==> src/rtl/lrunway_ctrl_pkg.sv <==
// Shared types and constants for the LRU-table sequencer/arbiter.
// Optional build macro LRUNWAY_CTRL_RR_EN selects round-robin arbitration.
package lrunway_ctrl_pkg;

    typedef enum logic [1:0] {OP_NONE, OP_VQ, OP_TOUCH, OP_INV} lru_op_t;
    typedef enum logic {ST_INIT, ST_IDLE} ctrl_state_t;

    localparam int REQ_INV   = 0;
    localparam int REQ_TOUCH = 1;
    localparam int REQ_VQ    = 2;
    localparam int NUM_REQ   = 3;

    // Keep only the lowest-numbered active request (lowest index wins).
    function automatic logic [NUM_REQ-1:0] pick_lowest(input logic [NUM_REQ-1:0] req);
        return req & (~req + 3'd1);
    endfunction

    // Round-robin pointer moves to the requester just past the winner.
    function automatic logic [1:0] rr_next(input logic [NUM_REQ-1:0] gnt);
        logic [1:0] nxt;
        nxt = 2'(REQ_INV);
        if (gnt[REQ_INV])   nxt = 2'(REQ_TOUCH);
        if (gnt[REQ_TOUCH]) nxt = 2'(REQ_VQ);
        if (gnt[REQ_VQ])    nxt = 2'(REQ_INV);
        return nxt;
    endfunction

endpackage

==> src/rtl/lrunway_ctrl_if.sv <==
// Request/response and LRU-table pins of the sequencer, bundled as one interface.
// The slave modport is the controller side; the master modport is the environment side.
interface lrunway_ctrl_if #(
    parameter int abits   = 6,
    parameter int waybits = 2
) ();

    logic               i_flush_valid;
    logic               o_flush_ready;
    logic               i_vq_valid;
    logic [abits-1:0]   i_vq_addr;
    logic               o_vq_ready;
    logic               o_vq_resp_valid;
    logic [waybits-1:0] o_vq_resp_way;
    logic               i_touch_valid;
    logic [abits-1:0]   i_touch_addr;
    logic [waybits-1:0] i_touch_way;
    logic               o_touch_ready;
    logic               i_inv_valid;
    logic [abits-1:0]   i_inv_addr;
    logic [waybits-1:0] i_inv_way;
    logic               o_inv_ready;
    logic               o_busy;
    logic               o_tbl_init;
    logic [abits-1:0]   o_tbl_raddr;
    logic [abits-1:0]   o_tbl_waddr;
    logic               o_tbl_up;
    logic               o_tbl_down;
    logic [waybits-1:0] o_tbl_lru;
    logic [waybits-1:0] i_tbl_lru;

    modport slave (
        input  i_flush_valid, i_vq_valid, i_vq_addr,
        input  i_touch_valid, i_touch_addr, i_touch_way,
        input  i_inv_valid, i_inv_addr, i_inv_way, i_tbl_lru,
        output o_flush_ready, o_vq_ready, o_vq_resp_valid, o_vq_resp_way,
        output o_touch_ready, o_inv_ready, o_busy,
        output o_tbl_init, o_tbl_raddr, o_tbl_waddr, o_tbl_up, o_tbl_down, o_tbl_lru
    );

    modport master (
        output i_flush_valid, i_vq_valid, i_vq_addr,
        output i_touch_valid, i_touch_addr, i_touch_way,
        output i_inv_valid, i_inv_addr, i_inv_way, i_tbl_lru,
        input  o_flush_ready, o_vq_ready, o_vq_resp_valid, o_vq_resp_way,
        input  o_touch_ready, o_inv_ready, o_busy,
        input  o_tbl_init, o_tbl_raddr, o_tbl_waddr, o_tbl_up, o_tbl_down, o_tbl_lru
    );

endinterface

==> src/rtl/lrunway_ctrl_arb3.sv <==
// Three-way grant for inv/touch/vq. Fixed priority inv > touch > vq by default;
// with LRUNWAY_CTRL_RR_EN defined, a round-robin pointer picks the starting requester.
module lru_arb3
    import lrunway_ctrl_pkg::*;
(
`ifdef LRUNWAY_CTRL_RR_EN
    input  logic               i_clk,
    input  logic               i_nrst,
`endif
    input  logic               en,
    input  logic [NUM_REQ-1:0] req,
    output logic [NUM_REQ-1:0] gnt
);

`ifdef LRUNWAY_CTRL_RR_EN
    logic [1:0]         ptr;
    logic [NUM_REQ-1:0] rot;
    logic [NUM_REQ-1:0] rot_gnt;

    // Pointer starts at inv and steps past whichever requester was just served.
    always_ff @(posedge i_clk) begin
        if (!i_nrst)
            ptr <= 2'(REQ_INV);
        else if (|gnt)
            ptr <= rr_next(gnt);
    end

    // Rotate requests so the pointed-at requester sits in bit 0, pick, then rotate back.
    always_comb begin
        rot = req;
        case (ptr)
            2'd1:    rot = {req[REQ_INV], req[REQ_VQ], req[REQ_TOUCH]};
            2'd2:    rot = {req[REQ_TOUCH], req[REQ_INV], req[REQ_VQ]};
            default: rot = req;
        endcase
        rot_gnt = en ? pick_lowest(rot) : '0;
        gnt = rot_gnt;
        case (ptr)
            2'd1:    gnt = {rot_gnt[1], rot_gnt[0], rot_gnt[2]};
            2'd2:    gnt = {rot_gnt[0], rot_gnt[2], rot_gnt[1]};
            default: gnt = rot_gnt;
        endcase
    end
`else
    // Lowest requester index always wins when arbitration is open.
    always_comb begin
        gnt = en ? pick_lowest(req) : '0;
    end
`endif

endmodule

==> src/rtl/lrunway_ctrl.sv <==
// Sequencer/arbiter in front of a per-way LRU table: init sweep on reset/flush,
// then one granted op per cycle through a 2-stage read/write pipeline.
// Build macro LRUNWAY_CTRL_RR_EN switches inv/touch/vq arbitration to round-robin.
module lrunway_ctrl
    import lrunway_ctrl_pkg::*;
#(
    parameter int abits   = 6,
    parameter int waybits = 2
) (
    input  logic          i_clk,
    input  logic          i_nrst,
    lrunway_ctrl_if.slave bus
);

    typedef struct packed {
        ctrl_state_t        state;
        logic [abits-1:0]   cnt;
        lru_op_t            s1_op;
        logic [abits-1:0]   s1_addr;
        logic [waybits-1:0] s1_way;
    } regs_t;

    localparam regs_t RESET_REGS = '{
        state:   ST_INIT,
        cnt:     '0,
        s1_op:   OP_NONE,
        s1_addr: '0,
        s1_way:  '0
    };

    regs_t              r;
    regs_t              rin;
    logic [NUM_REQ-1:0] req;
    logic [NUM_REQ-1:0] gnt;
    logic               arb_en;

    // Requester vector and arbitration window: only in IDLE, out of reset, and with no flush.
    always_comb begin
        req          = '0;
        req[REQ_INV]   = bus.i_inv_valid;
        req[REQ_TOUCH] = bus.i_touch_valid;
        req[REQ_VQ]    = bus.i_vq_valid;
        arb_en = i_nrst && (r.state == ST_IDLE) && !bus.i_flush_valid;
    end

    lru_arb3 u_arb (
`ifdef LRUNWAY_CTRL_RR_EN
        .i_clk  (i_clk),
        .i_nrst (i_nrst),
`endif
        .en     (arb_en),
        .req    (req),
        .gnt    (gnt)
    );

    // State register; reset drops any in-flight stage-1 op and restarts the sweep at line 0.
    always_ff @(posedge i_clk) begin
        if (!i_nrst)
            r <= RESET_REGS;
        else
            r <= rin;
    end

    // Next-state and outputs: stage-1 completion, init sweep, stage-0 grant, reset override.
    always_comb begin
        rin       = r;
        rin.s1_op = OP_NONE;

        bus.o_flush_ready   = 1'b0;
        bus.o_inv_ready     = gnt[REQ_INV];
        bus.o_touch_ready   = gnt[REQ_TOUCH];
        bus.o_vq_ready      = gnt[REQ_VQ];
        bus.o_vq_resp_valid = 1'b0;
        bus.o_vq_resp_way   = '0;
        bus.o_busy          = 1'b0;
        bus.o_tbl_init      = 1'b0;
        bus.o_tbl_raddr     = '0;
        bus.o_tbl_waddr     = '0;
        bus.o_tbl_up        = 1'b0;
        bus.o_tbl_down      = 1'b0;
        bus.o_tbl_lru       = '0;

        case (r.s1_op)
            OP_TOUCH: begin
                bus.o_tbl_up    = 1'b1;
                bus.o_tbl_waddr = r.s1_addr;
                bus.o_tbl_lru   = r.s1_way;
            end
            OP_INV: begin
                bus.o_tbl_down  = 1'b1;
                bus.o_tbl_waddr = r.s1_addr;
                bus.o_tbl_lru   = r.s1_way;
            end
            OP_VQ: begin
                bus.o_vq_resp_valid = 1'b1;
                bus.o_vq_resp_way   = bus.i_tbl_lru;
            end
            default: ;
        endcase

        case (r.state)
            ST_INIT: begin
                bus.o_busy      = 1'b1;
                bus.o_tbl_init  = 1'b1;
                bus.o_tbl_waddr = r.cnt;
                rin.cnt         = r.cnt + abits'(1);
                if (r.cnt == '1)
                    rin.state = ST_IDLE;
            end
            ST_IDLE: begin
                if (bus.i_flush_valid) begin
                    bus.o_flush_ready = 1'b1;
                    rin.state         = ST_INIT;
                    rin.cnt           = '0;
                end else if (gnt[REQ_INV]) begin
                    bus.o_tbl_raddr = bus.i_inv_addr;
                    rin.s1_op       = OP_INV;
                    rin.s1_addr     = bus.i_inv_addr;
                    rin.s1_way      = bus.i_inv_way;
                end else if (gnt[REQ_TOUCH]) begin
                    bus.o_tbl_raddr = bus.i_touch_addr;
                    rin.s1_op       = OP_TOUCH;
                    rin.s1_addr     = bus.i_touch_addr;
                    rin.s1_way      = bus.i_touch_way;
                end else if (gnt[REQ_VQ]) begin
                    bus.o_tbl_raddr = bus.i_vq_addr;
                    rin.s1_op       = OP_VQ;
                    rin.s1_addr     = bus.i_vq_addr;
                    rin.s1_way      = '0;
                end
            end
            default: ;
        endcase

        if (!i_nrst) begin
            bus.o_flush_ready   = 1'b0;
            bus.o_vq_resp_valid = 1'b0;
            bus.o_tbl_up        = 1'b0;
            bus.o_tbl_down      = 1'b0;
            bus.o_tbl_init      = 1'b1;
            bus.o_tbl_waddr     = '0;
            bus.o_busy          = 1'b1;
        end
    end

endmodule

==> src/flat_wrapper.sv <==
// flat-port wrapper written by rule: the top's interface ports become plain ports
module lrunway_ctrl_flat import lrunway_ctrl_pkg::*;
#(
    parameter int abits   = 6,
    parameter int waybits = 2
)
  (i_clk, i_nrst, bus_i_flush_valid, bus_i_vq_valid, bus_i_vq_addr, bus_i_touch_valid, bus_i_touch_addr, bus_i_touch_way, bus_i_inv_valid, bus_i_inv_addr, bus_i_inv_way, bus_i_tbl_lru, bus_o_flush_ready, bus_o_vq_ready, bus_o_vq_resp_valid, bus_o_vq_resp_way, bus_o_touch_ready, bus_o_inv_ready, bus_o_busy, bus_o_tbl_init, bus_o_tbl_raddr, bus_o_tbl_waddr, bus_o_tbl_up, bus_o_tbl_down, bus_o_tbl_lru);
  lrunway_ctrl_if #(.abits(abits), .waybits(waybits)) bus_i ();
  input  logic i_clk;
  input  logic i_nrst;
  input wire logic [$bits(bus_i.i_flush_valid)-1:0] bus_i_flush_valid;
  input wire logic [$bits(bus_i.i_vq_valid)-1:0] bus_i_vq_valid;
  input wire logic [$bits(bus_i.i_vq_addr)-1:0] bus_i_vq_addr;
  input wire logic [$bits(bus_i.i_touch_valid)-1:0] bus_i_touch_valid;
  input wire logic [$bits(bus_i.i_touch_addr)-1:0] bus_i_touch_addr;
  input wire logic [$bits(bus_i.i_touch_way)-1:0] bus_i_touch_way;
  input wire logic [$bits(bus_i.i_inv_valid)-1:0] bus_i_inv_valid;
  input wire logic [$bits(bus_i.i_inv_addr)-1:0] bus_i_inv_addr;
  input wire logic [$bits(bus_i.i_inv_way)-1:0] bus_i_inv_way;
  input wire logic [$bits(bus_i.i_tbl_lru)-1:0] bus_i_tbl_lru;
  output wire logic [$bits(bus_i.o_flush_ready)-1:0] bus_o_flush_ready;
  output wire logic [$bits(bus_i.o_vq_ready)-1:0] bus_o_vq_ready;
  output wire logic [$bits(bus_i.o_vq_resp_valid)-1:0] bus_o_vq_resp_valid;
  output wire logic [$bits(bus_i.o_vq_resp_way)-1:0] bus_o_vq_resp_way;
  output wire logic [$bits(bus_i.o_touch_ready)-1:0] bus_o_touch_ready;
  output wire logic [$bits(bus_i.o_inv_ready)-1:0] bus_o_inv_ready;
  output wire logic [$bits(bus_i.o_busy)-1:0] bus_o_busy;
  output wire logic [$bits(bus_i.o_tbl_init)-1:0] bus_o_tbl_init;
  output wire logic [$bits(bus_i.o_tbl_raddr)-1:0] bus_o_tbl_raddr;
  output wire logic [$bits(bus_i.o_tbl_waddr)-1:0] bus_o_tbl_waddr;
  output wire logic [$bits(bus_i.o_tbl_up)-1:0] bus_o_tbl_up;
  output wire logic [$bits(bus_i.o_tbl_down)-1:0] bus_o_tbl_down;
  output wire logic [$bits(bus_i.o_tbl_lru)-1:0] bus_o_tbl_lru;
  assign bus_i.i_flush_valid = bus_i_flush_valid;
  assign bus_i.i_vq_valid = bus_i_vq_valid;
  assign bus_i.i_vq_addr = bus_i_vq_addr;
  assign bus_i.i_touch_valid = bus_i_touch_valid;
  assign bus_i.i_touch_addr = bus_i_touch_addr;
  assign bus_i.i_touch_way = bus_i_touch_way;
  assign bus_i.i_inv_valid = bus_i_inv_valid;
  assign bus_i.i_inv_addr = bus_i_inv_addr;
  assign bus_i.i_inv_way = bus_i_inv_way;
  assign bus_i.i_tbl_lru = bus_i_tbl_lru;
  assign bus_o_flush_ready = bus_i.o_flush_ready;
  assign bus_o_vq_ready = bus_i.o_vq_ready;
  assign bus_o_vq_resp_valid = bus_i.o_vq_resp_valid;
  assign bus_o_vq_resp_way = bus_i.o_vq_resp_way;
  assign bus_o_touch_ready = bus_i.o_touch_ready;
  assign bus_o_inv_ready = bus_i.o_inv_ready;
  assign bus_o_busy = bus_i.o_busy;
  assign bus_o_tbl_init = bus_i.o_tbl_init;
  assign bus_o_tbl_raddr = bus_i.o_tbl_raddr;
  assign bus_o_tbl_waddr = bus_i.o_tbl_waddr;
  assign bus_o_tbl_up = bus_i.o_tbl_up;
  assign bus_o_tbl_down = bus_i.o_tbl_down;
  assign bus_o_tbl_lru = bus_i.o_tbl_lru;
  lrunway_ctrl #(.abits(abits), .waybits(waybits)) u_core (.i_clk(i_clk), .i_nrst(i_nrst), .bus(bus_i));
endmodule
==> config.mk <==
export PLATFORM = sky130hd
export DESIGN_NAME = lrunway_ctrl_flat
export DESIGN_NICKNAME = d
export VERILOG_FILES = /design/src/rtl/lrunway_ctrl_pkg.sv /design/src/rtl/lrunway_ctrl_if.sv /design/src/rtl/lrunway_ctrl_arb3.sv /design/src/rtl/lrunway_ctrl.sv /design/src/flat_wrapper.sv
export SDC_FILE = /design/constraint.sdc
export NUM_CORES = 1
export LEC_CHECK = 0
export ABC_AREA = 0
export BUFFER_PORTS_ARGS = -buffer_cell sky130_fd_sc_hd__buf_4
export CORE_MARGIN = 2
export CORE_UTILIZATION = 45
export CTS_CLUSTER_SIZE = 28
export DETAILED_ROUTE_END_ITERATION = 12
export PLACE_DENSITY = 0.76
export SYNTH_ARGS = -nofsm -noshare
export SYNTH_HDL_FRONTEND = slang
export SYNTH_SLANG_ARGS = --single-unit
==> constraint.sdc <==
create_clock -name i_clk -period 1.4 [get_ports i_clk]
set_input_delay 0.14 -clock i_clk [delete_from_list [all_inputs] [get_ports i_clk]]
set_output_delay 0.14 -clock i_clk [all_outputs]
set_load 0.005 [all_outputs]
# Word level (Yosys, flattened, before mapping)
# Index checks and enable logic that the tools add are counted.
# op_classes
eq_ne	5
n_addsub	2
n_reduce_logical	7
muxes	28
bitwise_logic	5
# op_table
op	count
$mux 6	8
$mux 10	2
$pmux 7 s2	1
$mux 1	12
$mux 9	1
$mux 7	1
$add 6x1->6 const B	1
$eq 6x6->1 const B	1
$eq 2x2->1 const B	2
$mux 2	2
$add 3x1->3 const B	1
$and 3x3->3	1
$mux 3	1
$not 1->1	3
$not 3->3	1
$reduce_and 3->1	1
$reduce_bool 3->1	1
$reduce_or 3->1	1
$eq 2x1->1 const B	1
$logic_and 1x1->1	2
$ne 2x2->1 const B	1
$reduce_or 2->1	1
$logic_not 1->1	1
# totals
wordCells	52
output_inout_bits	25
input_bits	30
regBits	17

# Logic depth before layout (Yosys ltp)
# depth
word_depth	9
ltp_mapped	5
ltp_nobuf	4

# Modules after synthesis
# Synthesis repeated with hierarchy kept, for this count alone.
# unflattened
hier_cells	137
hier_area_um2	1208.7
# modules_own_cells
module	n_inst	area_per_inst_um2	cells_per_inst	seq_area_each_um2
lrunway_ctrl	1	1179.9	134	340.3
lru_arb3	1	28.8	3	0.0

# Least setup slack after synthesis
# OpenSTA, ideal clock, no wires.
# synth_path
path_kind	register to output
start	reg u_core.r[16] in the netlist's numbering
end	out bus_o_vq_ready
arrival_ns	1.028
setup_slack_ns	0.232
t_required_ns	1.260
stages_incl_launch_ff	5
cell_sequence	dfxtp_1 buf_2 nand3b_4 buf_6 nor4b_1
# synth_between
elab_chain_len	3
# synth_rtl
item	line_no	rtl
start, declared	lrunway_ctrl.sv:31	regs_t r;
start signal, assigned	lrunway_ctrl.sv:61	r <= rin;
$logic_and 1x1->1 (2 in a row)	lrunway_ctrl.sv:43	arb_en = i_nrst && (r.state == ST_IDLE) && !bus.i_flush_valid;
$mux 3	lrunway_ctrl_arb3.sv:47	gnt = en ? pick_lowest(req) : '0;
end, declared	flat_wrapper.sv:22	output wire logic [$bits(bus_i.o_vq_ready)-1:0] bus_o_vq_ready;
# No other way between the ends.

# Worst setup path after layout
# layout_path
start	reg u_core.r[16] in the netlist's numbering
end	out bus_o_tbl_waddr[1]
# layout_between
elab_chain_len	2
# layout_rtl
item	line_no	rtl
$mux 6	lrunway_ctrl.sv:101	case (r.state)
$mux 6	lrunway_ctrl.sv:135	if (!i_nrst) begin
end, declared	flat_wrapper.sv:30	output wire logic [$bits(bus_i.o_tbl_waddr)-1:0] bus_o_tbl_waddr;
# No other way between the ends.

==> flow_summary_export.csv <==
group,metric,value,unit
pwr,pwr_density_cell,540,nW/µm²
worst_setup_path,path_class,"reg2out",
final_layout,fill_cells,154,
timing,relSlewSlack,65.4,%
timing,finalHoldViolCount,0,
timing,setup-tns-final,-0.491,ns
placement,dp_hpwl,2120,µm
worst_setup_path,regToRegSetupSlack,0.02,ns
final_layout,area_growth,63.7,%
synthesis,async_reset_ff_share,0,%
worst_setup_path,required,1.26,ns
timing,finalSetupViolCount,11,
worst_setup_path,path_max_fanout,8,
synthesis,synth.ff_latch_count,17,
synthesis,synth_edf_count,0,
worst_setup_path,rr_worst_depth,5,
status,violations,"setup timing",
min_path,worstHoldPathType,"in2reg",
drt,viasPerCell,5.52,
worst_setup_path,end_kind,"primary output",
timing,fmax,0.670,GHz
die,rows,17,
grt,antenna_found_initial,0,
die,coreArea,2230,µm²
worst_setup_path,reg2reg_to,"u_core.r[4]",
final_layout,seq_area,345,µm²
clock_tree,cts_tree,"built",
timing,post-route-period-util,107,%
placement,gp_congestion,0.816,
worst_setup_path,slowest_delay,0.39,ns
grt,grt_pass1_vias,1079,
clock_tree,clock_latency,0.29,ns
pwr,leakagePower,0.830,nW
drt,routedWlPerCell,14.6,µm
min_path,hold_depth,3,
grt,track_usage,23.7,%
min_path,worstHoldStart,"bus_i_flush_valid",
final_layout,nets,233,
timing,period_needed,1.49,ns
timing,worstMarginPinSlew,0.518,ns
grt,grt_start_max_net_pins,23,
final_layout,largest_register,"u_core.r",
synthesis,synth_ff_type,"dfxtp_1",
worst_setup_path,cp.arrival,1.35,ns
worst_setup_path,reg2reg_from,"u_core.r[16]",
drt,drc,0,
timing,maxSlewViolCount,0,
timing,setup_ws,-0.0927,ns
placement,portBuffers,54,
synthesis,ys_seq_area_share,31.5,%
pwr,p_total,955,µW
final_layout,diodes,0,
synthesis,yosysUniqueCellTypes,32,
final_layout,top_regs,"u_core.r: 17 flops",
die,ioPinCount,55,
timing,rsz0062_at_grt,"yes",
synthesis,synth_cells,141,
worst_setup_path,cp_cell_sequence,"buf_6 -> buf_6 -> nand3_1 -> a21oi_2 -> buf_4",
grt,grt_pass1_wl,4890,µm
final_layout,final_common_cell,"buf_4",
die,dieWidth,53.0,µm
clock_tree,root_buffer,"clkbuf_4",
clock_tree,ctsHtreeMaxLevel,1,
drt,drtIter0Drc,35,
synthesis,syn_nets,172,
final_layout,largest_register_ff_count,17,
pwr,ir_worst_vdd,0.635,mV
drt,wl,3350,µm
timing,clock_skew,0.00394,ns
min_path,min_to,"u_core.r[11]",
run,cap_viol_max_count,0,
final_layout,drive_above_1_share,47.3,%
clock_tree,clock_sinks,17,
drt,vias,1265,
worst_setup_path,start_kind,"flip-flop",
worst_setup_path,slowest_stage,"dfxtp_4",
die,die_h,53.0,µm
die,start_util,48.4,%
clock_tree,clk_pin_slew,0.10,ns
clock_tree,clockBufferDepth,2,
worst_setup_path,cpMostUsedCell,"buf_6",
final_layout,multi_input_area,818,µm²
drt,drt_first_pass_iters,4,
die,dieArea,2810,µm²
drt,ant_nets,0,
grt,gr-total-overflow,0,
synthesis,synth-warning-count,0,
synthesis,netlist_area,1080,µm²
status,status,"finished, violations left",
clock_tree,cts_buffers,3,
final_layout,final_cell_mix,"buf_4 (62), a21oi_1 (17), dfxtp_1 (15), nand3b_1 (10)",
synthesis,syn_avg_cell_area,7.67,µm²
## kinds of logic (layout without fill, tap and decap cells)
kind of cell	Yosys count	in the layout	synth area share, %
adders and majority gates	1	1	1.16
buffers and inverters	20	79	9.03
DFF	17	17	31.5
and+or+nand+nor	57	58	31.3
AOI/OAI and AO/OA	46	46	27.1
## per-layer routing
layer / track usage (%) / share of wire, % / vias to the layer above
met5: 0 / 0 / -
met4: 5.13 / 0.75 / 0
met3: 5.65 / 7.4 / 4
met2: 41.3 / 53 / 54
met1: 29.5 / 38 / 584
li1: - / - / 623
## layout make-up
| type | count | share of cell area [%] |
|---|---|---|
| clock buffer | 4 | 1.49 |
| inverter | 9 | 1.91 |
| multi-input combinational | 105 | 46.3 |
| sequential | 17 | 19.5 |
| tap | 28 | 1.98 |
| timing repair buffer | 66 | 28.9 |
## power by group
part	switching, mW	leakage, nW	internal (mW)
logic	0.0948	0.677	0.0932
clock network	0.153	0.0150	0.111
registers	0.0145	0.139	0.488
total	0.262	0.830	0.693
## worst max-delay path by stage
stage                 start  cells after the start                  to  slack, ns
6_report       u_core.r[16]                      5  bus_o_tbl_waddr[1]      -0.09
5_1_grt        u_core.r[16]                      5  bus_o_tbl_waddr[1]      -0.15
4_1_cts        u_core.r[16]                      5  bus_o_tbl_waddr[2]      -0.06
3_5_place_dp   u_core.r[16]                      3  bus_o_tbl_raddr[3]       0.13
3_3_place_gp   u_core.r[16]                      5  bus_o_tbl_waddr[2]       0.15
2_1_floorplan  u_core.r[16]                      4      bus_o_vq_ready       0.23
## critical path, delay by kind of cell (launching register included)
| family | cells | cell delay, ns |
|---|---|---|
| buffers and inverters | 3 | 0.39 |
| and+or+nand+nor | 1 | 0.12 |
| AOI/OAI and AO/OA | 1 | 0.15 |
| DFF | 1 | 0.39 |
## repair_timing
item	in CTS	in global routing
endpoints found under the setup margin	15	23
setup buffers	3	3
cloned	2	0
pin swaps	3	5
hold buffers	0	0
gates resized for setup	18	15
## per-stage QoR
| stage | area [µm²] | setup slack [ns] | utilization (%) | hold WS (ns) | std cells |
|---|---|---|---|---|---|
| floorplan | 1080 | 0.232 | - | 0.326 | 141 |
| global placement | 1500 | 0.153 | 66.9 | 0.439 | 217 |
| detailed placement | 1500 | 0.129 | 66.9 | 0.443 | 217 |
| CTS | 1650 | -0.0619 | 73.9 | 0.152 | 226 |
| global route | 1770 | -0.150 | 79.2 | 0.163 | 229 |
| finish | 1770 | -0.0927 | 79.2 | 0.171 | 229 |
## Yosys cell counts, drive strengths merged (2+ instances only)
cell | n | area (µm²)
nand2 | 7 | 26.3
dfxtp | 17 | 340
inv | 9 | 33.8
nor2 | 10 | 37.5
nor2b | 2 | 12.5
nand3 | 6 | 30.0
a21oi | 22 | 114
nand2b | 6 | 37.5
a221oi | 6 | 58.8
nand3b | 11 | 95.1
o21ai | 5 | 25.0
and3 | 3 | 21.3
a211o | 2 | 17.5
clkbuf | 4 | 15.0
or3 | 3 | 18.8
buf | 7 | 48.8
a21o | 6 | 45.0
nor3 | 2 | 10.0
a31oi | 4 | 25.0
and2 | 5 | 32.5
Power figures use the tool's default switching activity.
